`src/rtl/crossbar_loader_pkg.sv`:
```
// Shared definitions for the crossbar command loader: FSM states, command byte layout and
// small constant helpers used to size the phase timer.
package crossbar_loader_pkg;

  typedef enum logic [2:0] {
    StIdle,
    StGetTo,
    StSetup,
    StPulse,
    StHold
  } state_e;

  localparam int unsigned CmdWidth  = 8;
  localparam int unsigned ClearFlag = 7;

  function automatic int unsigned max2(int unsigned a, int unsigned b);
    return (a > b) ? a : b;
  endfunction

  // A clear-column B0 is always legal; otherwise the source index must exist.
  function automatic logic from_legal(logic [CmdWidth-1:0] b0, int unsigned in_n);
    return b0[ClearFlag] || (32'(b0[6:0]) < in_n);
  endfunction

endpackage

```
`src/rtl/crossbar_loader_timer.sv`:
```
// Loadable down-counter with zero flag; sequences the SETUP/PULSE/HOLD phases and the
// optional B1 timeout.
module crossbar_loader_timer #(
  parameter int unsigned CntW = 4
) (
  input  logic            clk,
  input  logic            reset,
  input  logic            load,
  input  logic [CntW-1:0] value,
  output logic [CntW-1:0] count,
  output logic            zero
);

  assign zero = (count == '0);

  always_ff @(posedge clk) begin
    if (reset) begin
      count <= '0;
    end else if (load) begin
      count <= value;
    end else if (!zero) begin
      count <= count - CntW'(1);
    end
  end

endmodule

```
`src/rtl/crossbar_loader.sv`:
```
// Parses two-byte route commands from the UART byte stream and drives the crossbar
// from/to/put port. Define CROSSBAR_LOADER_TIMEOUT_EN to abandon a lone B0 after TIMEOUT cycles.
module crossbar_loader
  import crossbar_loader_pkg::*;
#(
  parameter int unsigned W       = 8,
  parameter int unsigned IN      = 8,
  parameter int unsigned OUT     = 8,
  parameter int unsigned SETUP   = 2,
  parameter int unsigned PULSE   = 2,
  parameter int unsigned HOLD    = 2,
  parameter int unsigned TIMEOUT = 1000
) (
  input  logic                clk,
  input  logic                reset,
  input  logic [CmdWidth-1:0] rx_data,
  input  logic                rx_valid,
  output logic                rx_ready,
  output logic [W-1:0]        from,
  output logic [W-1:0]        to,
  output logic                put,
  output logic                busy,
  output logic                done,
  output logic                err
);

  localparam int unsigned MaxPhase = max2(max2(SETUP, PULSE), HOLD);
`ifdef CROSSBAR_LOADER_TIMEOUT_EN
  localparam int unsigned MaxCnt = max2(MaxPhase, TIMEOUT);
`else
  localparam int unsigned MaxCnt = MaxPhase;
`endif
  localparam int unsigned CntW = $clog2(MaxCnt + 1);

  state_e              state_q;
  logic [CmdWidth-1:0] b0_q;
  logic                accept;
  logic                cmd_ok;
  logic                tmr_load;
  logic                tmr_zero;
  logic [CntW-1:0]     tmr_value;
  logic [CntW-1:0]     tmr_count;

  assign rx_ready = !reset && ((state_q == StIdle) || (state_q == StGetTo));
  assign accept   = rx_valid && rx_ready;
  assign cmd_ok   = from_legal(b0_q, IN) && (32'(rx_data) < OUT);

  // Each phase lasts N cycles, so the timer is loaded with N-1 on entry.
  always_comb begin
    tmr_load  = 1'b0;
    tmr_value = '0;
    unique case (state_q)
      StIdle: begin
`ifdef CROSSBAR_LOADER_TIMEOUT_EN
        tmr_load  = accept;
        tmr_value = CntW'(TIMEOUT - 1);
`endif
      end
      StGetTo: begin
        tmr_load  = accept && cmd_ok;
        tmr_value = CntW'(SETUP - 1);
      end
      StSetup: begin
        tmr_load  = tmr_zero;
        tmr_value = CntW'(PULSE - 1);
      end
      StPulse: begin
        tmr_load  = tmr_zero;
        tmr_value = CntW'(HOLD - 1);
      end
      default: ;
    endcase
  end

  crossbar_loader_timer #(
    .CntW (CntW)
  ) u_timer (
    .clk   (clk),
    .reset (reset),
    .load  (tmr_load),
    .value (tmr_value),
    .count (tmr_count),
    .zero  (tmr_zero)
  );

  always_ff @(posedge clk) begin
    if (reset) begin
      state_q <= StIdle;
      b0_q    <= '0;
      from    <= '0;
      to      <= '0;
      put     <= 1'b0;
      busy    <= 1'b0;
      done    <= 1'b0;
      err     <= 1'b0;
    end else begin
      done <= 1'b0;
      err  <= 1'b0;
      unique case (state_q)
        StIdle: begin
          if (accept) begin
            b0_q    <= rx_data;
            state_q <= StGetTo;
          end
        end
        StGetTo: begin
          if (accept) begin
            if (cmd_ok) begin
              from    <= b0_q[ClearFlag] ? '1 : b0_q[W-1:0];
              to      <= rx_data[W-1:0];
              busy    <= 1'b1;
              state_q <= StSetup;
            end else begin
              err     <= 1'b1;
              state_q <= StIdle;
            end
          end
`ifdef CROSSBAR_LOADER_TIMEOUT_EN
          else if (tmr_zero) begin
            err     <= 1'b1;
            state_q <= StIdle;
          end
`endif
        end
        StSetup: begin
          if (tmr_zero) begin
            put     <= 1'b1;
            state_q <= StPulse;
          end
        end
        StPulse: begin
          if (tmr_zero) begin
            put     <= 1'b0;
            done    <= (HOLD == 32'd1);
            state_q <= StHold;
          end
        end
        StHold: begin
          // done is registered, so raise it one cycle ahead of the last HOLD cycle.
          if (tmr_count == CntW'(1)) done <= 1'b1;
          if (tmr_zero) begin
            busy    <= 1'b0;
            state_q <= StIdle;
          end
        end
        default: state_q <= StIdle;
      endcase
    end
  end

endmodule

```
`config.mk`:
```
export PLATFORM = sky130hd
export DESIGN_NAME = crossbar_loader
export DESIGN_NICKNAME = d
export VERILOG_FILES = /design/src/rtl/crossbar_loader_pkg.sv /design/src/rtl/crossbar_loader_timer.sv /design/src/rtl/crossbar_loader.sv
export SDC_FILE = /design/constraint.sdc
export NUM_CORES = 1
export LEC_CHECK = 0
export CAP_MARGIN = 40
export CORE_MARGIN = 4
export CORE_UTILIZATION = 55
export CTS_BUF_LIST = sky130_fd_sc_hd__clkbuf_8
export CTS_CLUSTER_DIAMETER = 50
export CTS_CLUSTER_SIZE = 28
export DETAILED_ROUTE_END_ITERATION = 7
export PLACE_DENSITY_LB_ADDON = 0.15
export SYNTH_ARGS = -nofsm -noshare
export SYNTH_HDL_FRONTEND = slang
export SYNTH_SLANG_ARGS = --single-unit
```
`constraint.sdc`:
```
create_clock -name clk -period 3 [get_ports clk]
set_input_delay 0.6 -clock clk [delete_from_list [all_inputs] [get_ports clk]]
set_output_delay 0.6 -clock clk [all_outputs]
set_load 0.02 [all_outputs]
```
* After elaboration in Yosys (flattened, before gate mapping) *
Index checks and enable logic that the tools add are counted.
W data, S select, Z words.

cells by class
  eq/ne operators = 12
  add/subtract/negate cells = 1
  bitwise operators = 3
  reduce and logical (&&, ||, !) cells = 20
  muxes and demuxes = 20
  magnitude comparators = 2

operator list
  kind                  number
  $mux W3               5
  $pmux W3 S5           1
  $ne A2 B2 Y1 const B  7
  $lt A8 B4 Y1 const B  1
  $mux W8               1
  $lt A7 B4 Y1 const B  1
  $mux W1               7
  $eq A3 B2 Y1 const B  2
  $mux W2               3
  $pmux W1 S2           3
  $reduce_and A3 Y1     2
  $reduce_or A3 Y1      2
  $reduce_and A5 Y1     1
  $logic_and A1 B1 Y1   4
  $reduce_and A4 Y1     1
  $reduce_bool A2 Y1    2
  $reduce_or A2 Y1      2
  $eq A3 B1 Y1 const B  1
  $eq A3 B3 Y1 const B  1
  $logic_not A3 Y1      1
  $not A1 Y1            3
  $eq A2 B1 Y1 const B  1
  $logic_not A2 Y1      1
  $logic_or A1 B1 Y1    2
  other kinds (3)       3

word-level totals
  logic and storage cells = 67
  input port bits = 11
  register bits after elaboration = 33

* Longest topological paths before layout *
  depth in word-level cells = 7
  gate-level depth with buffers = 6
  gate-level depth less buffers = 5

* Modules after synthesis *
Synthesis repeated with hierarchy kept, for this count alone.

second synthesis, totals
  cell total of the unflattened synthesis = 142
  area total of the unflattened synthesis = 1298.7 µm²

by module, submodules not included
  module                 cells each  area an instance (µm²)  instances
  crossbar_loader        130         1177.4                  1
  crossbar_loader_timer  12          121.4                   1

* Worst setup path before layout *
No wires, ideal clock.

  path type = input -> output
  start point = in reset
  end point = out rx_ready
  path slack = 1.007 ns
  required time = 2.400 ns
  buffers on the path = 2
  stages = 3
  data arrival time = 1.393 ns
  path through = clkbuf_8 -> clkbuf_1 -> nor3_1

between the ends
  cells in the longest elaborated chain, start to end = 2

ends and longest elaborated chain
  element              line                   source
  start: declaration   crossbar_loader.sv:15  input logic reset,
  $logic_not A1 Y1     crossbar_loader.sv:44  assign rx_ready = !reset && ((state_q == StIdle) || (state_q == StGetTo));
  $logic_and A1 B1 Y1  crossbar_loader.sv:44
  end: declaration     crossbar_loader.sv:18  output logic rx_ready,

No other way between the ends.

* Worst setup path after layout *
Ends and elaborated chain as after synthesis.

==> run_results.csv <==
group,metric,value,unit
floorplan,io_pins,32,
yosys,synth_xor_area_share,0.642,%
route,route.detailed.drc,0,
clock_tree,clock_latency,0.27,ns
power,power_frac_comb,16.7,%
clock_tree,cts_buffer_depth,2,
yosys,ys_warn_count,0,
sta,slew_headroom,43.3,%
floorplan,core_region_area,2300,sq um
sta,finalSetupTns,0,ns
route,firstDrtPassIters,4,
setup_path,critical-path-top-delay-family,"buffers and inverters",
worst_hold_path,holdCritPathClass,"flop to flop",
setup_path,ff2ff_path_depth,3,
yosys,synth_area,1370,sq um
yosys,synth_fa_ha_area_share,1.83,%
floorplan,die_h,57.8,um
yosys,synth-simple-area-share,21.9,%
sta,clock_skew,0.00115,ns
clock_tree,numCtsBuffers,5,
yosys,synthFlopType,"dfxtp_1",
yosys,synth_common_cells,"33 x dfxtp_1, 16 x nor2_1, 12 x a21oi_1",
setup_path,r2r_setup_slack,1.27,ns
setup_path,startpoint_type,"input pin",
sta,finalHoldViolations,0,
setup_path,path_cells,"clkdlybuf4s50_1 -> nor3_1 -> clkdlybuf4s50_1",
setup_path,crit_buf_inv,2,
sta,fin_crit,2.41,ns
power,ir_worst_vdd,0.000429,V
cells_and_area,final_area,1720,sq um
worst_hold_path,worstHoldStart,"to[7]",
yosys,yosysTopAreaCell,"dfxtp_1",
power,pwr-share-clk,33.6,%
clock_tree,h-tree-depth,2,
yosys,synth_top_cell_area_share,48.4,%
clock_tree,tritoncts,"done",
power,p_sw_share,26.3,%
cells_and_area,areaGrowthSynthToFinish,25.8,%
place,port_buffers,31,
floorplan,die_area,3340,sq um
sta,rsz0062_at_grt,"false",
floorplan,rows,17,
floorplan,start_util,59.4,%
sta,timing.final.max_slew_violations,0,
global_route,grt_pass1_wl,4340,um
power,p_leak,0.662,nW
clock_tree,clk_pin_slew_worst_paths,0.06,ns
route,vias,1068,
setup_path,required,2.40,ns
yosys,ys_seq_area_share,48.4,%
place,place.gp.congestion,0.705,
route,drt-total-wl,2660,um
yosys,synth_area_leaders,"dfxtp_1 48%, mux2i_1 7.3%, a21oi_1 4.4%",
setup_path,slowest_stage,"clkdlybuf4s50_1",
power,power_density,555,nW/um^2
yosys,synth_top_family_by_area,"simple AND/OR/NAND/NOR gates",
yosys,synth-edff-count,0,
route,viasPerCell,5.51,
setup_path,critPathKind,"input pin to output port",
clock_tree,cts.hold.buffers_added,0,
route,drtIter0Drc,28,
sta,fmax,0.415,GHz
sta,setup_viol,0,
outcome,status,"finished, final reports clean",
clock_tree,clock-sinks,33,
cells_and_area,layout.nets,179,
global_route,antenna_found_initial,0,
place,dp_hpwl,1890,um
setup_path,arrival,1.81,ns
yosys,yosysMostFrequentCell,"dfxtp_1",
setup_path,reg2reg_from,"b0_q[7]",
setup_path,critPathCaptureType,"output port",
global_route,grt_use_total,17.1,%
sta,min_period_over_period,80.4,%
route,ant_nets,0,
global_route,grt_max_degree,34,
yosys,synthMuxAreaShare,7.33,%
global_route,grt_pass1_vias,985,
clock_tree,cts_root_buf,"clkbuf_8",
place,placed_area,1630,sq um
power,p_seq_share,49.7,%
worst_hold_path,min_to,"to[7]",
yosys,synthDistinctLibCells,35,
worst_hold_path,min_path_cells,1,
yosys,synth.avg_cell_area,9.89,sq um
setup_path,critPathMaxFanout,2,
power,intPower,702,uW
cells_and_area,antenna_cells,0,
setup_path,cpMostUsedCell,"clkdlybuf4s50_1",
setup_path,r2r-end,"to[5]",
yosys,async_flop_share,0,%
yosys,ys_seq_elements,33,
run,maxCapViolCount,0,
sta,tightest_slew,0.847,ns
yosys,synth_cells,138,
global_route,grt-ovfl-total,0,
yosys,synth_compound_area_share,12.6,%
power,power.switching,251,uW
setup_path,cp_slowest_stage_delay,0.63,ns
floorplan,die_x,57.8,um
clock_tree,post_cts_resized,0,
yosys,synth_nets,151,
cells_and_area,final_layout_size_suffix_gt1_share,9.64,%
clock_tree,postCtsSetupBuffers,0,
route,routedWlPerCell,13.7,um
[power groups by stage]
stage	Combinational, mW	Sequential [mW]	Clock [mW]
finish	0.160	0.473	0.320
global route	0.177	0.475	0.348
CTS	0.161	0.473	0.325
detailed placement	0.160	0.483	0
global placement	0.145	0.481	0
floorplan	0.130	0.479	0
[area by class of cell]
type	instances	area (sq um)
flip-flops and latches	33	661
multi-input cells	91	606
fillers	172	581
repair buffers	32	318
clock buffers	6	82.6
well taps	28	35.0
inverters	3	11.3
clock inverters	1	3.75
[worst max-delay path by stage]
| stage | startpoint | to | slack, ns | depth (start not counted) |
|---|---|---|---|---|
| CTS | reset | rx_ready | 0.58 | 3 |
| global placement | reset | rx_ready | 0.59 | 3 |
| finish | reset | rx_ready | 0.59 | 3 |
| global route | reset | rx_ready | 0.55 | 3 |
| floorplan | reset | rx_ready | 1.01 | 3 |
| detailed placement | reset | to[5] | 0.54 | 6 |
[registers in the layout, summed over array words and instances, names as in the netlist]
signal / flops
err: 1
b0_q: 8
state_q: 3
busy: 1
put: 1
to: 8
done: 1
u_timer.count: 2
from: 8
[metal layers]
layer  routed length [um]  GRT usage (%)  vias to the layer above
met5                    0              0                        -
met2                 1280           28.9                       38
li1                     -              -                      538
met1                 1130           19.1                      488
met3                  206           5.57                        4
met4                   40           8.94                        0
[cell families (layout without fill, tap and decap cells)]
logic type | count (synthesis) | count (layout)
compound gates | 29 | 29
xor+xnor | 1 | 1
fa+ha+maj | 2 | 2
buf+inv | 14 | 42
flops | 33 | 33
mux | 10 | 10
simple gates | 49 | 49
[worst reg2reg max path, stage by stage (launching register included)]
cell      delay, ns
dfxtp_1        0.40
o211ai_1       0.73
nor2_1         0.25
nor3b_1        0.26
[placed cells by master (no fill, tap or decap), types with 2 or more instances in the layout]
master           synthesis  layout
a21oi_1                 12      12
a31oi_1                  2       2
clkbuf_8                 1       6
clkdlybuf4s50_1          0      31
dfxtp_1                 33      33
ha_1                     2       2
inv_1                    3       4
mux2i_1                 10      10
nand2_1                  2       2
nand3_1                  5       5
nor2_1                  16      16
nor3_1                   7       7
nor3b_1                  6       6
nor4_1                   3       3
o21ai_0                 10      10
[through the flow]
step                      total power [mW]  utilization, %  cells  hold WS (ns)  setup slack [ns]
after floorplan                      0.610               -    138         0.464              1.01
after global placement               0.626            71.0    187         0.459             0.586
after detailed placement             0.643            71.0    187         0.467             0.543
after CTS                            0.960            74.7    194         0.476             0.579
after global routing                  1.00            74.7    194         0.494             0.553
final                                0.953            74.7    194         0.474             0.589
No activity file was read; power rests on OpenSTA's default activity.
